==> config.mk <==
export PLATFORM = sky130hd
export DESIGN_NAME = prog_loader_flat
export DESIGN_NICKNAME = d
export VERILOG_FILES = /design/src/rtl/prog_loader_pkg.sv /design/src/rtl/prog_loader_if.sv /design/src/rtl/prog_loader_word_packer.sv /design/src/rtl/prog_loader.sv /design/src/flat_wrapper.sv
export SDC_FILE = /design/constraint.sdc
export NUM_CORES = 1
export LEC_CHECK = 0
export ABC_AREA = 0
export BUFFER_PORTS_ARGS = -buffer_cell sky130_fd_sc_hd__buf_4
export CAP_MARGIN = 15
export CORE_ASPECT_RATIO = 1.25
export CORE_MARGIN = 1
export CORE_UTILIZATION = 40
export DETAILED_ROUTE_END_ITERATION = 6
export PLACE_DENSITY = 0.65
export REMOVE_ABC_BUFFERS = 1
export SETUP_SLACK_MARGIN = 0.1
export SLEW_MARGIN = 30
export SYNTH_ARGS = -nofsm -noshare
export SYNTH_HDL_FRONTEND = slang
export SYNTH_HIERARCHICAL = 1
export SYNTH_SLANG_ARGS = --single-unit
==> constraint.sdc <==
create_clock -name CLK -period 2.4 [get_ports CLK]
set_input_delay 0 -clock CLK [delete_from_list [all_inputs] [get_ports CLK]]
set_output_delay 0 -clock CLK [all_outputs]
set_load 0.05 [all_outputs]
==> src/rtl/prog_loader_pkg.sv <==
`default_nettype none
// ============================================================================
// Module      : prog_loader_pkg
// Description : Shared definitions for the boot-image loader: FSM state
//               encodings, frame header size and the default ROM capacity.
// Revision    : 1.0 - initial release
// ============================================================================
package prog_loader_pkg;

  // Largest image (in 32-bit words) the instruction ROM can hold by default.
  localparam int ROM_COL_MAX = 64;

  // The frame header is a little-endian 16-bit word count.
  localparam int HDR_BYTES = 2;

  // Loader states, explicitly encoded.
  typedef enum logic [2:0] {
    ST_LEN_LO = 3'd0,
    ST_LEN_HI = 3'd1,
    ST_DATA   = 3'd2,
    ST_DONE   = 3'd3,
    ST_ERR    = 3'd4
  } state_e;

  // The loader takes bytes only while it is still parsing a frame.
  function automatic logic state_accepts(input state_e s);
    return (s == ST_LEN_LO) || (s == ST_LEN_HI) || (s == ST_DATA);
  endfunction

endpackage : prog_loader_pkg
`default_nettype wire

==> src/rtl/prog_loader_if.sv <==
`default_nettype none
// ============================================================================
// Module      : prog_loader_if
// Description : Byte-stream input, ROM write port and status bundle of the
//               boot-image loader. The master side feeds bytes and watches
//               the ROM/status outputs; the slave side is the loader itself.
// Revision    : 1.0 - initial release
// ============================================================================
interface prog_loader_if #(
  parameter int ADDR_W = 8
) ();

  logic [7:0]        in_data;
  logic              in_valid;
  logic              in_ready;
  logic              start;
  logic              mem_we;
  logic [ADDR_W-1:0] mem_addr;
  logic [31:0]       mem_wdata;
  logic              cpu_hold;
  logic              done;
  logic              err;
  logic [15:0]       words_written;

  modport master (
    output in_data, in_valid, start,
    input  in_ready, mem_we, mem_addr, mem_wdata,
    input  cpu_hold, done, err, words_written
  );

  modport slave (
    input  in_data, in_valid, start,
    output in_ready, mem_we, mem_addr, mem_wdata,
    output cpu_hold, done, err, words_written
  );

endinterface : prog_loader_if
`default_nettype wire

==> src/rtl/prog_loader_word_packer.sv <==
`default_nettype none
// ============================================================================
// Module      : word_packer
// Description : Assembles little-endian 32-bit words from an accepted byte
//               stream. Emits a one-cycle word_valid pulse, registered, the
//               cycle after the fourth byte of a word is accepted.
// Revision    : 1.0 - initial release
// ============================================================================
module word_packer (
  input  wire logic        CLK,
  input  wire logic        reset,      // synchronous, active-low
  input  wire logic        clr,        // drop any partial word
  input  wire logic        accept,     // byte_in is consumed this cycle
  input  wire logic [7:0]  byte_in,
  output logic             last_slot,  // next accepted byte completes a word
  output logic             word_valid,
  output logic [31:0]      word
);

  logic [23:0] shift_q, shift_d;
  logic [1:0]  cnt_q,   cnt_d;
  logic        word_valid_q, word_valid_d;
  logic [31:0] word_q,  word_d;

  // Next-state: bytes enter at the top so the first byte ends in bits 7:0.
  always_comb begin
    shift_d      = shift_q;
    cnt_d        = cnt_q;
    word_valid_d = 1'b0;
    word_d       = word_q;
    if (clr) begin
      shift_d = 24'h0;
      cnt_d   = 2'd0;
    end else if (accept) begin
      if (cnt_q == 2'd3) begin
        word_d       = {byte_in, shift_q};
        word_valid_d = 1'b1;
        shift_d      = 24'h0;
        cnt_d        = 2'd0;
      end else begin
        shift_d = {byte_in, shift_q[23:8]};
        cnt_d   = cnt_q + 2'd1;
      end
    end
  end

  // State registers; reset also kills a pending write pulse.
  always_ff @(posedge CLK) begin
    if (!reset) begin
      shift_q      <= 24'h0;
      cnt_q        <= 2'd0;
      word_valid_q <= 1'b0;
      word_q       <= 32'h0;
    end else begin
      shift_q      <= shift_d;
      cnt_q        <= cnt_d;
      word_valid_q <= word_valid_d;
      word_q       <= word_d;
    end
  end

  assign last_slot  = (cnt_q == 2'd3);
  assign word_valid = word_valid_q;
  assign word       = word_q;

endmodule : word_packer
`default_nettype wire

==> src/rtl/prog_loader.sv <==
`default_nettype none
// ============================================================================
// Module      : prog_loader
// Description : Boot-image loader. Parses a frame of a 16-bit word count
//               followed by 4*N little-endian image bytes, writes each word
//               into instruction ROM and holds the CPU in reset until the
//               image is complete. Oversized images latch a sticky error.
// Revision    : 1.0 - initial release
// ============================================================================
module prog_loader
  import prog_loader_pkg::*;
#(
  parameter int ADDR_W    = 8,
  // Must not exceed 2**ADDR_W, otherwise ROM addresses would alias.
  parameter int MAX_WORDS = ROM_COL_MAX
) (
  input  wire logic    CLK,
  input  wire logic    reset,   // synchronous, active-low
  prog_loader_if.slave bus
);

  localparam logic [16:0] MAX_WORDS_C = 17'(MAX_WORDS);

  state_e            state_q, state_d;
  logic [15:0]       len_q, len_d;
  logic [15:0]       words_written_q, words_written_d;
  logic [ADDR_W-1:0] mem_addr_q, mem_addr_d;
  logic              in_ready_q, in_ready_d;
  logic              cpu_hold_q, cpu_hold_d;
  logic              done_q, done_d;
  logic              err_q, err_d;

  logic              xfer;
  logic [15:0]       n_full;
  logic              pk_accept;
  logic              pk_clr;
  logic              pk_last_slot;
  logic              pk_word_valid;
  logic [31:0]       pk_word;

  assign xfer   = bus.in_valid && in_ready_q;
  assign n_full = {bus.in_data, len_q[7:0]};

  word_packer u_packer (
    .CLK        (CLK),
    .reset      (reset),
    .clr        (pk_clr),
    .accept     (pk_accept),
    .byte_in    (bus.in_data),
    .last_slot  (pk_last_slot),
    .word_valid (pk_word_valid),
    .word       (pk_word)
  );

  // Frame parser: next state, word bookkeeping and registered status outputs.
  always_comb begin
    state_d         = state_q;
    len_d           = len_q;
    words_written_d = words_written_q;
    mem_addr_d      = mem_addr_q;
    pk_accept       = 1'b0;
    pk_clr          = 1'b0;

    case (state_q)
      ST_LEN_LO: begin
        if (xfer) begin
          len_d   = {8'h00, bus.in_data};
          state_d = ST_LEN_HI;
        end
      end
      ST_LEN_HI: begin
        if (xfer) begin
          len_d = n_full;
          if (n_full == 16'h0)
            state_d = ST_DONE;
          else if ({1'b0, n_full} > MAX_WORDS_C)
            state_d = ST_ERR;
          else
            state_d = ST_DATA;
        end
      end
      ST_DATA: begin
        if (xfer) begin
          pk_accept = 1'b1;
          if (pk_last_slot) begin
            // The word lands at the pre-increment count; the strobe itself
            // comes from the packer one cycle after this byte.
            mem_addr_d      = words_written_q[ADDR_W-1:0];
            words_written_d = words_written_q + 16'd1;
            if (words_written_q == len_q - 16'd1)
              state_d = ST_DONE;
          end
        end
      end
      ST_DONE: begin
        if (bus.start) begin
          state_d         = ST_LEN_LO;
          words_written_d = 16'h0;
          pk_clr          = 1'b1;
        end
      end
      ST_ERR: begin
        state_d = ST_ERR;
      end
      default: begin
        state_d = ST_LEN_LO;
      end
    endcase

    in_ready_d = state_accepts(state_d);
    cpu_hold_d = (state_d != ST_DONE);
    done_d     = (state_d == ST_DONE);
    err_d      = (state_d == ST_ERR);
  end

  // Loader FSM and output registers.
  always_ff @(posedge CLK) begin
    if (!reset) begin
      state_q         <= ST_LEN_LO;
      len_q           <= 16'h0;
      words_written_q <= 16'h0;
      mem_addr_q      <= '0;
      in_ready_q      <= 1'b1;
      cpu_hold_q      <= 1'b1;
      done_q          <= 1'b0;
      err_q           <= 1'b0;
    end else begin
      state_q         <= state_d;
      len_q           <= len_d;
      words_written_q <= words_written_d;
      mem_addr_q      <= mem_addr_d;
      in_ready_q      <= in_ready_d;
      cpu_hold_q      <= cpu_hold_d;
      done_q          <= done_d;
      err_q           <= err_d;
    end
  end

  assign bus.in_ready      = in_ready_q;
  assign bus.mem_we        = pk_word_valid;
  assign bus.mem_addr      = mem_addr_q;
  assign bus.mem_wdata     = pk_word;
  assign bus.cpu_hold      = cpu_hold_q;
  assign bus.done          = done_q;
  assign bus.err           = err_q;
  assign bus.words_written = words_written_q;

endmodule : prog_loader
`default_nettype wire

==> src/flat_wrapper.sv <==
// flat-port wrapper written by rule: the top's interface ports become plain ports
module prog_loader_flat import prog_loader_pkg::*;
#(
  parameter int ADDR_W    = 8,
                                                                    
  parameter int MAX_WORDS = ROM_COL_MAX
)
  (CLK, reset, bus_in_data, bus_in_valid, bus_start, bus_in_ready, bus_mem_we, bus_mem_addr, bus_mem_wdata, bus_cpu_hold, bus_done, bus_err, bus_words_written);
  prog_loader_if #(.ADDR_W(ADDR_W)) bus_i ();
  input  wire logic CLK;
  input  wire logic reset;
  input wire logic [$bits(bus_i.in_data)-1:0] bus_in_data;
  input wire logic [$bits(bus_i.in_valid)-1:0] bus_in_valid;
  input wire logic [$bits(bus_i.start)-1:0] bus_start;
  output wire logic [$bits(bus_i.in_ready)-1:0] bus_in_ready;
  output wire logic [$bits(bus_i.mem_we)-1:0] bus_mem_we;
  output wire logic [$bits(bus_i.mem_addr)-1:0] bus_mem_addr;
  output wire logic [$bits(bus_i.mem_wdata)-1:0] bus_mem_wdata;
  output wire logic [$bits(bus_i.cpu_hold)-1:0] bus_cpu_hold;
  output wire logic [$bits(bus_i.done)-1:0] bus_done;
  output wire logic [$bits(bus_i.err)-1:0] bus_err;
  output wire logic [$bits(bus_i.words_written)-1:0] bus_words_written;
  assign bus_i.in_data = bus_in_data;
  assign bus_i.in_valid = bus_in_valid;
  assign bus_i.start = bus_start;
  assign bus_in_ready = bus_i.in_ready;
  assign bus_mem_we = bus_i.mem_we;
  assign bus_mem_addr = bus_i.mem_addr;
  assign bus_mem_wdata = bus_i.mem_wdata;
  assign bus_cpu_hold = bus_i.cpu_hold;
  assign bus_done = bus_i.done;
  assign bus_err = bus_i.err;
  assign bus_words_written = bus_i.words_written;
  prog_loader #(.ADDR_W(ADDR_W), .MAX_WORDS(MAX_WORDS)) u_core (.CLK(CLK), .reset(reset), .bus(bus_i));
endmodule
==> key figures, run 1 <==
Status
  – Status: finished clean

Power
  – Share of power burned in registers: 0.495
  – P_int: ~2700 uW
  – Pwr Density: 619.9 nW/um2
  – Worst vdd ir: 0.0003563 V
  – Net Sw Frac: 0.2704
  – Logic gate share of total power: 0.109
  – Leak: around 0.0022 uW
  – Final Total Pwr: approximately 3700 uW
  – Clock share of power: 0.396
  – Sw power: 992.6 uW

Place
  – RePlAce Congestion: roughly 0.90
  – Dpl ws: 149.0 ps
  – Hpwl dp: between 7000 and 8000 um
  – Port buffer count: slightly above 70

Setup path
  – Worst setup EP type: register
  – Critical Path RT: roughly 2700 ps
  – CP top delay family: compound AO/OA/AOI/OAI gates
  – Worst path buffer plus inverter count: 1
  – Max FO, Critical Path: 6
  – Max stage delay on crit path: 460 ps
  – Slowest CP cell: o41ai_1
  – Worst-path cell chain: nor4_2 -> buf_4 -> nand2_1 -> o41ai_1 -> o211a_1 -> nand4_1 -> and3b_1
  – Critical path class: register to register
  – Number of cells on the critical path: 7
  – Worst Setup Start Kind: register
  – Reg2Reg Depth: 7
  – Crit path DAT: 2420 ps

Timing
  – Final min period: 2171 ps
  – Max-slew violations: 0
  – RSZ-0062 raised after global routing: false
  – Slew margin rel.: 0.4750
  – Fmax: around 460 MHz
  – Clk_skew: 5.990 ps
  – Period utilisation layout: 0.9044
  – Final worst slack: ~230 ps
  – Number of setup violations in the final report: 0
  – Hold Violations, Final: 0
  – Worst-margin pin slew: 786.6 ps

Detailed routing
  – Vias: about 4000
  – Final wirelength: 11020 um
  – First-pass DRT Iterations: 4
  – Via density per instance: about 5.1
  – Final ANT Viol Nets: 0
  – Drt drc: 0
  – Routed length per instance: 14.03 um
  – Starting DRC count in detailed routing: 203

Synthesis
  – Mean area per synthesized cell: 8.852 um2
  – Synth Warn #: 6
  – EDFF count, synth: 0
  – Sequential area share after synthesis: 0.4375
  – Primary FF master, synth: dfxtp_1
  – Synthesis-stage register bit count: 106
  – Area contributors post-synth: dfxtp_1 (44%), mux2i_1 (8.5%), nand2_1 (7.1%)
  – Count of different cell masters after synthesis: 51
  – Commonest cells post-synth: dfxtp_1 (106), nand2_1 (92), mux2i_1 (41), nor2_1 (41), a21oi_1 (40)
  – Yosys top cell by area: dfxtp_1
  – Mapped Area: 4851 um2
  – Most common cell in the netlist: dfxtp_1
  – Gate Count Post-Synth: approximately 550
  – Post-synth top area share: 0.4375
  – Ys async rst share: 0

CTS
  – Clk root buf: clkbuf_16
  – CTS tree: done
  – CTS Buf Count: 9
  – Clock sinks: 106
  – Worst-path clk slew: about 70 ps
  – Max Root-Sink Buffers: 2
  – H-tree Lvls: 3
  – Clock Latency Late Sink: 360 ps

Hold path
  – Worst hold stages: 3
  – Hold Crit Class: input pin to register

Floorplanning
  – Die ar.: 12570 um2
  – Core region area: 11730 um2
  – Die height: approximately 130 um
  – IO Count: 73
  – FP Rows: 44
  – Die X: 100.5 um
  – Starting Density: 0.4137

GRT
  – Vias in the first global route: slightly below 4000
  – Global-route wire length before repair: 18200 um
  – Total Routing Usage GR: 0.1807
  – Pin count of the biggest net entering global routing: 53
  – Overflow after GRT: 0
  – Initial antenna violation count: 0

Finish
  – Syn-to-layout area delta: 22.05%
  – Share of layout cells above drive strength 1: 0.1955
  – Inserted Diodes: 0
  – Nets: approximately 630

Job
  – Max_cap viols: 0
[flip-flops by register name, summed over array words and instances (netlist names)]
name / flops
u_core/len_q: 16
u_core/bus.mem_addr: 8
u_core/u_packer/cnt_q: 2
u_core/bus.words_written: 16
u_core/bus.in_ready: 1
u_core/bus.done: 1
u_core/u_packer/word_valid: 1
u_core/u_packer/word: 32
u_core/u_packer/shift_q: 24
u_core/state_q: 3
u_core/bus.err: 1
u_core/bus.cpu_hold: 1
[per-stage QoR]
stage            util  cell area, um2  hold WS [ps]  TNS (ps)  cells
2_1_floorplan       -            4614         106.7   -110410    510
3_3_place_gp   0.4663            5468         299.7         0    757
3_5_place_dp   0.4663            5468         311.3         0    757
4_1_cts        0.4988            5849         83.68         0    782
5_1_grt        0.5049            5921         104.6         0    785
6_report       0.5049            5921         94.11         0    785
[worst min-delay path: stages]
cell and delay, ps:
buf_4 240, nand2_1 100, nand2_1 50
[placed cells by master (no fill, tap or decap), types with 3 or more instances in the layout]
master	count
a211oi_1	3
a21oi_1	39
a22oi_1	8
buf_4	89
clkbuf_16	9
dfxtp_1	104
dlygate4sd3_1	9
ha_1	3
inv_1	7
inv_6	4
mux2i_1	41
nand2_1	92
nand2b_1	29
nand3_1	13
nand3b_1	25
nand4_1	11
nor2_1	41
nor3_1	9
nor4_1	8
nor4_2	3
o21ai_0	4
xnor2_1	21
xor2_1	14
[path summary, 6_finish.rpt]
| check | to | slack, ps | from |
|---|---|---|---|
| worst max-delay path | u_core/bus.in_ready$_SDFF_PN1_ | 230 | u_core/len_q[4]$_SDFFE_PN0P_ |
| worst min-delay path | u_core/state_q[0]$_SDFF_PN0_ | 90 | reset |
| worst min register to register | u_core/u_packer/word[24]$_SDFFE_PN0P_ | 460 | u_core/u_packer/word[24]$_SDFFE_PN0P_ |
| worst max register to register | u_core/bus.in_ready$_SDFF_PN1_ | 230 | u_core/len_q[4]$_SDFFE_PN0P_ |
[final cells by class]
class | count | area, um2
Timing Repair Buffer | 98 | 758.2
Multi-Input combinational cell | 397 | 2519
Clock buffer | 9 | 225.2
Tap cell | 161 | 201.4
Inverter | 7 | 26.28
Clock inverter | 7 | 66.31
Sequential cell | 106 | 2125
Fill cell | 1104 | 5806
[power by group through the flow]
stage          clock network [uW]  registers [uW]  logic (uW)
2_1_floorplan                   0            1860         220
3_3_place_gp                    0            1860         365
3_5_place_dp                    0            1860         367
4_1_cts                      1490            1820         381
5_1_grt                      1560            1820         442
6_report                     1450            1820         401
[cells by family (layout without fill, tap and decap cells)]
logic type | Yosys count | count (layout) | share of synthesized area
flip-flops | 106 | 106 | 0.4375
adder cells (fa/ha/maj) | 3 | 3 | 0.007739
XOR/XNOR | 35 | 35 | 0.06319
buffers and inverters | 45 | 121 | 0.05417
AO/OA/AOI/OAI | 68 | 68 | 0.08847
AND/OR/NAND/NOR | 250 | 250 | 0.2644
multiplexers | 41 | 41 | 0.08460
[layer usage]
metal | GRT usage | wire [um]
met1 | 0.2220 | 5076
met3 | 0.02404 | 421
met4 | 0.1023 | 330
met5 | 0 | 0
met2 | 0.3010 | 5187
[what timing repair did]
action	CTS	global route
setup buffers	0	3
resized for setup	0	10
setup endpoints to repair	0	5
hold buffers	9	0
hold endpoints to repair	33	0
No activity file was read; power rests on OpenSTA's default activity.
==> run 2, diff against run 1 <==
--- a/config.mk
+++ b/config.mk
@@ -6,13 +6,14 @@
 export NUM_CORES = 1
 export LEC_CHECK = 0
 export ABC_AREA = 0
+export ABC_CLOCK_PERIOD_IN_PS = 2400
 export BUFFER_PORTS_ARGS = -buffer_cell sky130_fd_sc_hd__buf_4
 export CAP_MARGIN = 15
 export CORE_ASPECT_RATIO = 1.25
 export CORE_MARGIN = 1
 export CORE_UTILIZATION = 40
 export DETAILED_ROUTE_END_ITERATION = 6
-export PLACE_DENSITY = 0.65
+export PLACE_DENSITY = 0.58
 export REMOVE_ABC_BUFFERS = 1
 export SETUP_SLACK_MARGIN = 0.1
 export SLEW_MARGIN = 30
==> run 2 against run 1 <==
Effect of this change:
- via count shrank 0.37%
- sequential cell count is the same
- final cell count grew 0.13%
- fmax shrank 1.5%
- clock power grew 4%
- critical endpoint unchanged
- clock skew grew 1.8 ps
- clock-buffer cell count is the same
- setup slack lost 33 ps
- register-to-register slack lost 30 ps
- sequential share of layout area shrank 0.20 points
- power grew 1.7%
==> key figures, run 2 (same netlist as run 1, synthesis figures left out) <==
Setup path
  – CP top delay family: compound AO/OA/AOI/OAI gates
  – Worst setup EP type: register
  – Setup crit start: u_core/len_q[0]$_SDFFE_PN0P_
  – Worst-path cell chain: inv_1 -> ha_1 -> nand2b_1 -> a21oi_1 -> a311o_1 -> a2111oi_4 -> buf_4 -> nand4_1 -> and3b_1
  – Worst Setup Start Kind: register
  – Worst reg2reg setup slack: 200 ps (-30 ps)
  – Slowest CP cell: a311o_1
  – Reg2Reg Depth: 9 (+2)
  – Max stage delay on crit path: 370 ps (-90 ps)
  – Number of cells on the critical path: 9 (+2)
  – Critical R2R Launch: u_core/len_q[0]$_SDFFE_PN0P_
  – Max FO, Critical Path: 4 (-2)
  – Critical path class: register to register
  – Worst path buffer plus inverter count: 2 (+1)
  – Crit path DAT: 2440 ps (+20 ps)
  – Critical Path RT: 2640 ps (about the same)

Hold path
  – Min-delay src: bus_start
  – Hold Crit Class: input pin to register
  – Worst hold stages: 4 (+1)

Power
  – Leak: 0.002189 uW (+0.94%)
  – Worst vdd ir: 0.0004245 V (+19%)
  – P_int: 2767 uW (+3.3%)
  – Logic gate share of total power: 0.111 (+0.002)
  – Final Total Pwr: 3732 uW (+1.7%)
  – Sw power: 965.5 uW (-2.7%)
  – Pwr Density: 627.2 nW/um2 (+1.2%)
  – Net Sw Frac: 0.2587 (-0.01173)
  – Share of power burned in registers: 0.486 (-0.009)
  – Clock share of power: 0.403 (+0.007)

Finish
  – Max FFs per register: 32 (unchanged)
  – # fillers: 1121 (+1.5%)
  – Syn-to-layout area delta: 22.67%
  – Inserted Diodes: 0 (unchanged)
  – Most frequent cells in the layout: dfxtp_1 (105), nand2_1 (92), buf_4 (91), nor2_1 (41), mux2i_1 (41)
  – Finished Layout Cells: 786 (+0.13%)
  – Layout Utilization: 0.5075 (+0.002561)
  – Share of layout cells above drive strength 1: 0.1968 (+0.001287)
  – Most common cell after layout, fill and taps aside: dfxtp_1
  – Nets: 635 (+0.16%)

Detailed routing
  – Final wirelength: 11120 um (+0.98%)
  – WL met3: 257 um (-39%)
  – M1 WL: 5344 um (+5.3%)
  – Highest metal used: met4
  – Vias: 3993 (-0.37%)
  – Drt drc: 0 (unchanged)
  – Routed length per instance: 14.15 um (+0.85%)
  – Final ANT Viol Nets: 0 (unchanged)
  – Met2 wire length: 5363 um (+3.4%)
  – Via density per instance: 5.080 (-0.50%)
  – First-pass DRT Iterations: 4 (unchanged)
  – Starting DRC count in detailed routing: 218 (+7.4%)

CTS
  – Clk root buf: clkbuf_16
  – Worst-path clk slew: 70 ps (about the same)
  – Clock sinks: 106 (unchanged)
  – CTS tree: done
  – H-tree Lvls: 3 (unchanged)
  – CTS Buf Count: 9 (unchanged)
  – Max Root-Sink Buffers: 2 (unchanged)
  – Clock Latency Late Sink: 340 ps (-20 ps)

Place
  – Hpwl dp: 7529 um (+1.6%)
  – RePlAce Congestion: 0.9138 (+2.0%)
  – Dpl ws: -49.32 ps (-198.4 ps)
  – Total placed cells including tap cells: 759 (+0.26%)
  – Port buffer count: 72 (unchanged)

Job
  – Max_cap viols: 0 (unchanged)

Timing
  – Slew margin rel.: 0.4533 (-0.02176)
  – Number of setup violations in the final report: 0 (unchanged)
  – Worst-margin pin slew: 819.2 ps (+32.61 ps)
  – RSZ-0062 raised after global routing: true
  – Hold Violations, Final: 0 (unchanged)
  – Max-slew violations: 0 (unchanged)
  – Fmax: 453.9 MHz (-1.5%)
  – Final worst slack: 196.7 ps (-32.74 ps)
  – Final min period: 2203 ps (+32.74 ps)
  – Clk_skew: 7.752 ps (+1.763 ps)
  – Period utilisation layout: 0.9180 (+0.01364)
  – Setup TNS: 0 ps (unchanged)

GRT
  – Initial antenna violation count: 0 (unchanged)
  – Pin count of the biggest net entering global routing: 53 (unchanged)
  – Overflow after GRT: 0 (unchanged)
  – Total Routing Usage GR: 0.1803 (-0.0004578)
  – Global-route wire length before repair: 18240 um (+0.23%)
  – Vias in the first global route: 3688 (-4.9%)

Status
  – Status: finished clean

Floorplanning
  – IO Count: 73 (unchanged)
  – Starting Density: 0.4137 (unchanged)
  – Die height: 125.1 um (unchanged)
  – Die ar.: 12570 um2 (unchanged)
  – Die X: 100.5 um (unchanged)
  – Core region area: 11730 um2 (unchanged)
  – FP Rows: 44 (unchanged)
-- run 2: stage by stage --
stage | instance area (um2) | hold WS (ps)
detailed placement | 5483 | 308.1
finish | 5951 | 1.335
global placement | 5483 | 297.6
floorplan | 4614 | 106.7
global route | 5951 | 4.813
CTS | 5873 | 3.605
-- run 2: power by group through the flow --
stage | clock network (uW) | registers (uW) | logic (uW)
after global routing | 1630 | 1820 | 448
final | 1510 | 1810 | 413
after floorplan | 0 | 1860 | 220
after global placement | 0 | 1850 | 374
after CTS | 1530 | 1810 | 397
after detailed placement | 0 | 1850 | 379
-- run 2: path summary, 6_finish.rpt --
path,end
max,u_core/bus.in_ready$_SDFF_PN1_
min,u_core/state_q[1]$_SDFF_PN0_
max reg2reg,u_core/bus.in_ready$_SDFF_PN1_
min reg2reg,u_core/u_packer/word[30]$_SDFFE_PN0P_
-- run 2: layout make-up --
class | count | area [um2] | area share
Clock buffer | 9 | 225.2 | 0.03785
Clock inverter | 7 | 76.32 | 0.01283
Inverter | 7 | 26.28 | 0.004415
Multi-Input combinational cell | 397 | 2535 | 0.4260
Sequential cell | 106 | 2123 | 0.3568
Tap cell | 161 | 201.4 | 0.03385
Timing Repair Buffer | 99 | 763.2 | 0.1283
-- run 2: repair_timing --
action	in CTS	in global routing
pin swaps	0	1
hold buffers	8	0
setup endpoints to repair	2	6
gates resized for setup	3	8
setup buffers	0	3
endpoints found under the hold margin	29	0
-- run 2: metal layers --
layer  vias to the layer above  global-route usage
li1                       2027                   -
met1                      1881              0.2379
met2                        73              0.2981
met3                        12             0.03018
met4                         0             0.05712
met5                         -                   0
-- run 2: tightest hold or removal path, cell delays in order --
cell	delay, ps
buf_4	90
nand2_1	50
nand2_1	80
a21oi_2	70
